$ cat config.mk
export PLATFORM = sky130hd
export DESIGN_NAME = seg7_bcd_counter_mux
export DESIGN_NICKNAME = d
export VERILOG_FILES = /design/src/rtl/seg7_pkg.sv /design/src/rtl/seg7_decode.sv /design/src/rtl/seg7_bcd_counter_mux.sv
export SDC_FILE = /design/constraint.sdc
export NUM_CORES = 1
export LEC_CHECK = 0
export ABC_AREA = 1
export ABC_CLOCK_PERIOD_IN_PS = 2600
export CAP_MARGIN = 20
export CELL_PAD_IN_SITES_DETAIL_PLACEMENT = 0
export CELL_PAD_IN_SITES_GLOBAL_PLACEMENT = 1
export CORE_ASPECT_RATIO = 0.7
export CORE_MARGIN = 2
export CORE_UTILIZATION = 43
export DETAILED_ROUTE_END_ITERATION = 8
export GPL_ROUTABILITY_DRIVEN = 0
export PLACE_DENSITY_LB_ADDON = 0.05
export SYNTH_ARGS = -nofsm -noshare
export SYNTH_HDL_FRONTEND = slang
export SYNTH_HIERARCHICAL = 1
export SYNTH_SLANG_ARGS = --single-unit
$ cat constraint.sdc
create_clock -name clk -period 2.6 [get_ports clk]
set_input_delay 0.52 -clock clk [delete_from_list [all_inputs] [get_ports clk]]
set_output_delay 0.52 -clock clk [all_outputs]
set_load 0.01 [all_outputs]
$ cat src/rtl/seg7_pkg.sv
// Shared types and segment constants for the BCD counter / 7-segment display slice.
package seg7_pkg;

  typedef logic [3:0] bcd_digit_t;

  localparam bcd_digit_t BCD_MAX = 4'd9;

  // Active-low segments, a = bit 6 ... g = bit 0.
  localparam logic [6:0] SEG_BLANK = 7'b1111111;
  localparam logic [6:0] SEG_0     = 7'b0000001;
  localparam logic [6:0] SEG_1     = 7'b1001111;
  localparam logic [6:0] SEG_2     = 7'b0010010;
  localparam logic [6:0] SEG_3     = 7'b0000110;
  localparam logic [6:0] SEG_4     = 7'b1001100;
  localparam logic [6:0] SEG_5     = 7'b0100100;
  localparam logic [6:0] SEG_6     = 7'b0100000;
  localparam logic [6:0] SEG_7     = 7'b0001111;
  localparam logic [6:0] SEG_8     = 7'b0000000;
  localparam logic [6:0] SEG_9     = 7'b0000100;

  function automatic bcd_digit_t bcd_clamp(input bcd_digit_t d);
    return (d > BCD_MAX) ? BCD_MAX : d;
  endfunction

endpackage

$ cat src/rtl/seg7_decode.sv
// Combinational BCD digit to active-low 7-segment decoder with blank override.
module seg7_decode
  import seg7_pkg::*;
(
  input  bcd_digit_t  i_digit,
  input  logic        i_blank,
  output logic [6:0]  o_seg
);

  always_comb begin
    o_seg = SEG_BLANK;
    if (!i_blank) begin
      unique case (i_digit)
        4'd0:    o_seg = SEG_0;
        4'd1:    o_seg = SEG_1;
        4'd2:    o_seg = SEG_2;
        4'd3:    o_seg = SEG_3;
        4'd4:    o_seg = SEG_4;
        4'd5:    o_seg = SEG_5;
        4'd6:    o_seg = SEG_6;
        4'd7:    o_seg = SEG_7;
        4'd8:    o_seg = SEG_8;
        4'd9:    o_seg = SEG_9;
        default: o_seg = SEG_BLANK;
      endcase
    end
  end

endmodule

$ cat src/rtl/seg7_bcd_counter_mux.sv
// Multi-digit BCD up/down counter with multiplexed 7-segment display driver.
// Optional leading-zero blanking: define SEG7_LEADING_ZERO_BLANK_EN.
module seg7_bcd_counter_mux
  import seg7_pkg::*;
#(
  parameter int DIGITS      = 8,
  parameter int INCR_DIV    = 50000000,
  parameter int REFRESH_DIV = 6250,
  parameter bit WRAP        = 1'b1
) (
  input  logic                  clk,
  input  logic                  clr_n,
  input  logic                  en,
  input  logic                  up,
  input  logic                  load,
  input  logic [4*DIGITS-1:0]   load_val,
  output logic [6:0]            a_to_g,
  output logic [7:0]            AN,
  output logic                  DP,
  output logic                  tc
);

  localparam int PW = (INCR_DIV > 2) ? $clog2(INCR_DIV) : 1;
  localparam int SW = (REFRESH_DIV > 2) ? $clog2(REFRESH_DIV) : 1;
  localparam logic [PW-1:0] P_LAST   = PW'(INCR_DIV - 1);
  localparam logic [SW-1:0] S_LAST   = SW'(REFRESH_DIV - 1);
  localparam logic [2:0]    SEL_LAST = 3'(DIGITS - 1);
  localparam logic [7:0]    AN_OFF   = 8'(16'hFFFF << DIGITS);

  logic [4*DIGITS-1:0] r_count;
  logic [PW-1:0]       r_presc;
  logic [SW-1:0]       r_scan;
  logic [2:0]          r_sel;
  logic [7:0]          r_an;
  logic [6:0]          r_seg;
  logic                r_tc;

  logic [4*DIGITS-1:0] w_next;
  logic [4*DIGITS-1:0] w_ld;
  logic                w_cy;
  bcd_digit_t          w_d;
  bcd_digit_t          w_dig;
  logic                w_blank;
  logic [6:0]          w_seg;
`ifdef SEG7_LEADING_ZERO_BLANK_EN
  logic                w_hz;
`endif

  // Full ripple in one cycle; the final carry/borrow marks the terminal count.
  always_comb begin
    w_next = r_count;
    w_cy   = 1'b1;
    w_d    = '0;
    for (int i = 0; i < DIGITS; i++) begin
      w_d = r_count[4*i +: 4];
      if (w_cy) begin
        if (up) begin
          w_cy = (w_d == BCD_MAX);
          w_next[4*i +: 4] = w_cy ? 4'd0 : w_d + 4'd1;
        end else begin
          w_cy = (w_d == 4'd0);
          w_next[4*i +: 4] = w_cy ? BCD_MAX : w_d - 4'd1;
        end
      end
    end
  end

  always_comb begin
    w_ld = '0;
    for (int i = 0; i < DIGITS; i++)
      w_ld[4*i +: 4] = bcd_clamp(load_val[4*i +: 4]);
  end

  always_comb begin
    w_dig   = '0;
    w_blank = 1'b0;
`ifdef SEG7_LEADING_ZERO_BLANK_EN
    w_hz    = 1'b1;
`endif
    for (int i = DIGITS - 1; i >= 0; i--) begin
`ifdef SEG7_LEADING_ZERO_BLANK_EN
      w_hz = w_hz && (r_count[4*i +: 4] == 4'd0);
`endif
      if (r_sel == 3'(i)) begin
        w_dig = r_count[4*i +: 4];
`ifdef SEG7_LEADING_ZERO_BLANK_EN
        w_blank = w_hz && (i > 0);
`endif
      end
    end
  end

  seg7_decode u_dec (
    .i_digit (w_dig),
    .i_blank (w_blank),
    .o_seg   (w_seg)
  );

  always_ff @(posedge clk or negedge clr_n) begin
    if (!clr_n) begin
      r_count <= '0;
      r_presc <= '0;
      r_tc    <= 1'b0;
    end else begin
      r_tc <= 1'b0;
      if (load) begin
        r_count <= w_ld;
        r_presc <= '0;
      end else if (en) begin
        if (r_presc == P_LAST) begin
          r_presc <= '0;
          r_tc    <= w_cy;
          if (WRAP || !w_cy)
            r_count <= w_next;
        end else begin
          r_presc <= r_presc + 1'b1;
        end
      end
    end
  end

  always_ff @(posedge clk or negedge clr_n) begin
    if (!clr_n) begin
      r_scan <= '0;
      r_sel  <= '0;
      r_an   <= 8'hFF;
      r_seg  <= SEG_BLANK;
    end else begin
      if (r_scan == S_LAST) begin
        r_scan <= '0;
        r_sel  <= (r_sel == SEL_LAST) ? 3'd0 : r_sel + 3'd1;
      end else begin
        r_scan <= r_scan + 1'b1;
      end
      r_an  <= ~(8'h01 << r_sel) | AN_OFF;
      r_seg <= w_seg;
    end
  end

  assign a_to_g = r_seg;
  assign AN     = r_an;
  assign DP     = 1'b1;
  assign tc     = r_tc;

endmodule

== Yosys cells after proc, flatten, opt, wreduce, memory -nomap -nowiden ==
Memories as Yosys holds them, arrays and structs flattened. A register that Yosys moved wholly into a read port is not among the register bits.
Index checks and enable logic that the tools add are counted.
Word-level totals
  register bits after elaboration: 83
  memory bits (read-only): 112
  bits of input ports: 37
  output and inout port bits: 17
  word-level logic and storage cells: 160
  memories kept: 1
Memory list
  (name not given): words 16, bits a word 7, read ports 1, clocked after Yosys merged registers in 1, write ports 0, RTL line seg7_decode.sv:13  | unique case (i_digit)
Operators by class
  add/subtract/negate cells: 19
  $lt $le $gt $ge: 8
  eq/ne operators: 17
  shift operators: 1
  multiplexer cells: 73
  bitwise operators: 1
  reductions and logical operators: 27
Operators with widths (number)
  4-bit two-way mux: 47
  32-bit two-way mux: 3
  26-bit two-way mux: 3
  4-bit by 1-bit adder with 4-bit output (second input constant): 8
  4-bit == test (second input constant): 8
  4-bit > comparator (second input constant): 8
  4-bit logical NOT: 8
  4-bit by 1-bit subtractor with 4-bit output (second input constant): 8
  26-bit by 1-bit adder with 26-bit output (second input constant): 1
  26-bit == test (second input constant): 1
  3-bit AND reduction: 7
  1-bit two-way mux: 18
  2-bit nonzero test: 9
  13-bit by 1-bit adder with 13-bit output (second input constant): 1
  13-bit == test (second input constant): 1
  13-bit two-way mux: 1
  3-bit == test (second input constant): 4
  8-bit inverter: 1
  1-bit by 3-bit left shift with 8-bit output (first input constant): 1
  3-bit by 2-bit == test with 1-bit output (second input constant): 2
  3-bit by 1-bit adder with 3-bit output (second input constant): 1
  3-bit by 1-bit == test with 1-bit output (second input constant): 1
  3-bit logical NOT: 1
  3-bit two-way mux: 1
  2 further kinds: 2

== Logic depth before layout (Yosys ltp) ==
  depth in word-level cells: 12
  gate-level depth with buffers: 18
  gate-level depth less buffers: 18

== Hierarchy ==
Netlist, hierarchy kept.
Modules (own cells, without submodules)
  seg7_bcd_counter_mux: instances 1, cells an instance 887, area an instance 6150.9 um^2, sequential area each 2270.9 um^2
  seg7_decode: instances 1, cells an instance 37, area an instance 203.9 um^2, sequential area each 0.0 um^2

== Least setup slack after synthesis ==
Ideal clock, no wire load.
  path type: register to register
  start point: reg r_sel[0]
  end point: reg r_seg[3], in the netlist a_to_g[3]
  setup time: 0.081 ns
  data arrival time: 2.121 ns
  required time: 2.519 ns
  path slack: 0.399 ns
  cell stages (with the launch flop): 18
  buffers on the path: 0
  clock period less this slack: 2.201 ns
  cells stage by stage: dfrtp_1 > inv_1 > ha_1 > nand2_1 > inv_1 > nand2_1 > a21oi_1 > o22ai_1 > nand2_1 > nand2_1 > nand2_1 > nand2_1 > o21ai_0 > inv_1 > ha_1 > nand2_1 > nand3_1 > nand2_1
Between the ends
  cells in the longest elaborated chain, start to end: 9
  elaborated cells between the ends (all ways): 16
  classes of those cells: 7 x eq/ne; 8 x mux; 1 x reduce/logical
Ends and longest elaborated chain
  start, declared: RTL line seg7_bcd_counter_mux.sv:33  | logic [2:0] r_sel;
  start signal, assigned: RTL line seg7_bcd_counter_mux.sv:131  | r_sel <= (r_sel == SEL_LAST) ? 3'd0 : r_sel + 3'd1;
  3-bit == test: RTL line seg7_bcd_counter_mux.sv:84  | if (r_sel == 3'(i)) begin
  4-bit two-way mux (7 in a row): RTL line seg7_bcd_counter_mux.sv:84
  4-bit two-way mux (*): RTL line seg7_bcd_counter_mux.sv:84
  net w_dig[1]: RTL line seg7_bcd_counter_mux.sv:42  | bcd_digit_t w_dig;
  end, declared: RTL line seg7_bcd_counter_mux.sv:35  | logic [6:0] r_seg;
Mark *: on every way through the listed nets, which the timed path passes. The rest lies on a longest branch.
A chain may end at the register's enable or synchronous reset.

== Worst setup path after layout ==
Ends and elaborated chain as after synthesis.

==> flow_metrics.py <==
metrics = {
    "logic_synthesis": {
        "ys.flop_type": "dfrtp_1",
        "synth_edf_count": 0,
        "async_flop_share_pct": 100.0,
        "synth_area_leaders": "dfrtp_1, nand2_1, o21ai_0, inv_1, dfstp_2",
        "synth_most_common_cell": "nand2_1",
        "ys_seq_area_share_pct": 35.74,
        "netlist_area_um2": 6355,
        "synthCells": 924,
        "synth_common_cells": "nand2_1, inv_1, nor2_1",
        "synth_area_leader_cell": "dfrtp_1",
        "yosys_register_bits": 90,
        "ys_warn_count": 6,
        "syn_avg_cell_area_um2": 6.878,
        "yosysTopAreaCellShare_pct": 29.53,
        "synth_cell_types": 45,
    },
    "clock_tree": {
        "cts_root_buf": "clkbuf_16",
        "ctsLongestPathBuffers": 2,
        "clk_pin_slew_ns": 0.07,
        "cts.sinks": 90,
        "cts_htree_levels": 3,
        "cts_buffers": 9,
        "cts_tree": "done",
        "hold_buffers": 0,
        "clock_latency_ns": 0.35,
    },
    "floorplanning": {
        "ios": 54,
        "coreArea_um2": 14580,
        "die_w_um": 149.3,
        "start_util_pct": 43.58,
        "rows": 37,
        "die_area_um2": 15780,
        "die_h_um": 105.7,
    },
    "placed_design": {
        "portBuffers": 52,
        "post-dp-hpwl_um": 13490,
        "dpl_cell_area_um2": 7171,
    },
    "route": {
        "drtIter0Drc": 721,
        "totalWireLength_um": 17630,
        "drt_pass1_iterations": 5,
        "drcViolationCount": 0,
        "routed-via-count": 6320,
        "avgRoutedWirePerCell_um": 14.93,
        "ant_nets": 0,
        "drt-vias-per-instance": 5.351,
    },
    "critical_path": {
        "worstPathCellList": "inv_2, ha_1, nand2_1, o21ai_0, inv_1, nand2_1, nand2_1, nand2_1, o21ai_0, inv_1, ha_1, nand2_1, nand3_1, nand2_1",
        "cp_common_cell": "nand2_1",
        "worstPathBufferInverterCount": 3,
        "ff2ff_setup_slack_ns": 0.21,
        "crit_type": "reg2reg",
        "crit_family": "simple AND/OR/NAND/NOR gates",
        "worstSetupStartpointType": "register",
        "cpPeakStageDelay_ns": 0.39,
        "crit_path_start": "r_sel[0]",
        "cp.required_ns": 2.87,
        "crit_end": "a_to_g[3]",
        "crit_arrival_ns": 2.65,
        "cp_max_fo": 9,
        "cp.depth": 14,
        "r2r-start": "r_sel[0]",
        "critPathSlowestCell": "dfrtp_1",
        "endpoint_kind": "register",
        "reg2reg_to": "a_to_g[3]",
        "r2r_cells": 14,
    },
    "timing": {
        "slew_violations": 0,
        "tightest_slew_ns": 0.8042,
        "fmax_mhz": 419.1,
        "hold_violations": 0,
        "max_slew_margin_pct": 45.82,
        "min_period_ns": 2.386,
        "fin_crit_sh_pct": 91.77,
        "setup_viol": 0,
        "rsz0062_at_grt": "no",
        "tns_ns": 0,
        "fin_skew_ns": 0.01278,
    },
    "final_layout": {
        "final_util_pct": 51.51,
        "final_nets": 1032,
        "area_growth_pct": 18.21,
        "final_area_um2": 7512,
        "drive_above_1_share_pct": 9.229,
        "diodes": 0,
        "n_fill_cell": 1469,
    },
    "global_route": {
        "grt_pass1_wl_um": 29110,
        "grt_start_max_net_pins": 50,
        "globalRouteOverflowTotal": 0,
        "grt_pass1_vias": 5849,
        "antenna_found_initial": 0,
        "track_usage_pct": 23.23,
    },
    "power": {
        "leakage_nw": 3.424,
        "ir_worst_vdd_mv": 0.3525,
        "p_per_area_nw_per_um2": 561.6,
    },
    "flow_run": {
        "maxCapViolCount": 0,
    },
    "hold_path": {
        "hold_class": "in2async",
    },
    "outcome": {
        "status": "complete, no violations",
    },
}
cells by family after synthesis:
kind of cell	after synthesis	share of synthesized area [%]
buffers and inverters	146	9.096
other	2	0.1182
and+or+nand+nor	470	33.39
DFF	90	35.74
xor gates and xnor gates	18	2.481
AOI/OAI and AO/OA	184	16.42
adders and majority gates	14	2.756
where the power goes:
part	total [mW]	switching, mW	internal, mW	leakage (nW)
sequential	1.73	0.188	1.54	1.14
combinational	1.03	0.633	0.399	2.13
clock	1.46	0.580	0.879	0.160
registers in the layout (all words and copies together) (netlist names):
| register | cells |
|---|---|
| r_scan | 13 |
| AN | 8 |
| a_to_g | 7 |
| r_sel | 3 |
| r_presc | 26 |
| tc | 1 |
| r_count | 32 |
metrics by stage:
stage	power (mW)	setup WS, ns	std cells	hold WS, ns
3_5_place_dp	2.765	0.09817	1165	0.4518
3_3_place_gp	2.734	0.1717	1165	0.4290
4_1_cts	4.244	0.1046	1181	0.1703
6_report	4.219	0.2141	1181	0.1533
5_1_grt	4.495	0.003639	1181	0.1959
2_1_floorplan	2.405	0.3988	925	0.2244
cell usage in the layout, fill, tap and decap left out, drive strengths merged, types with 5 or more instances in the layout:
master	count
a21oi	35
a22oi	8
a31oi	5
buf	16
clkbuf	10
clkdlybuf4s50	51
dfrtp	75
dfstp	15
ha	14
inv	125
nand2	235
nand3	70
nand3b	5
nand4	22
nor2	106
nor3	24
o211ai	12
o21ai	108
o22ai	5
o31ai	5
xor2	17
worst min-delay path by stage:
| stage | from | endpoint | cells past startpoint |
|---|---|---|---|
| after floorplan | clr_n | r_count[0] | 0 |
| after detailed placement | r_scan[11] | r_scan[11] | 1 |
| final | clr_n | r_presc[18] | 1 |
| after global routing | clr_n | r_presc[14] | 1 |
| after CTS | clr_n | r_presc[14] | 1 |
| after global placement | r_scan[11] | r_scan[11] | 1 |
routing by layer:
layer  vias up  GRT usage [%]  share of wire, %
met3        13          3.680               5.7
li1       3152              -                 -
met4         0          4.422              0.79
met2       186          34.40                42
met1      2969          35.72                51
met5         -              0                 0
final cells by class:
class	instances	area (um2)	area share [%]
clock inverter	6	93.84	1.249
clock buffer	10	239.0	3.181
timing repair buffer	67	680.7	9.061
sequential	90	2271	30.23
multi-input combinational	689	3518	46.84
inverter	124	465.4	6.196
tap	195	244.0	3.248
repair_timing:
| action | in CTS | in global routing |
|---|---|---|
| buffers inserted | 0 | 0 |
| gates resized for setup | 0 | 5 |
| setup endpoints to repair | 0 | 6 |
Power figures use the tool's default switching activity.
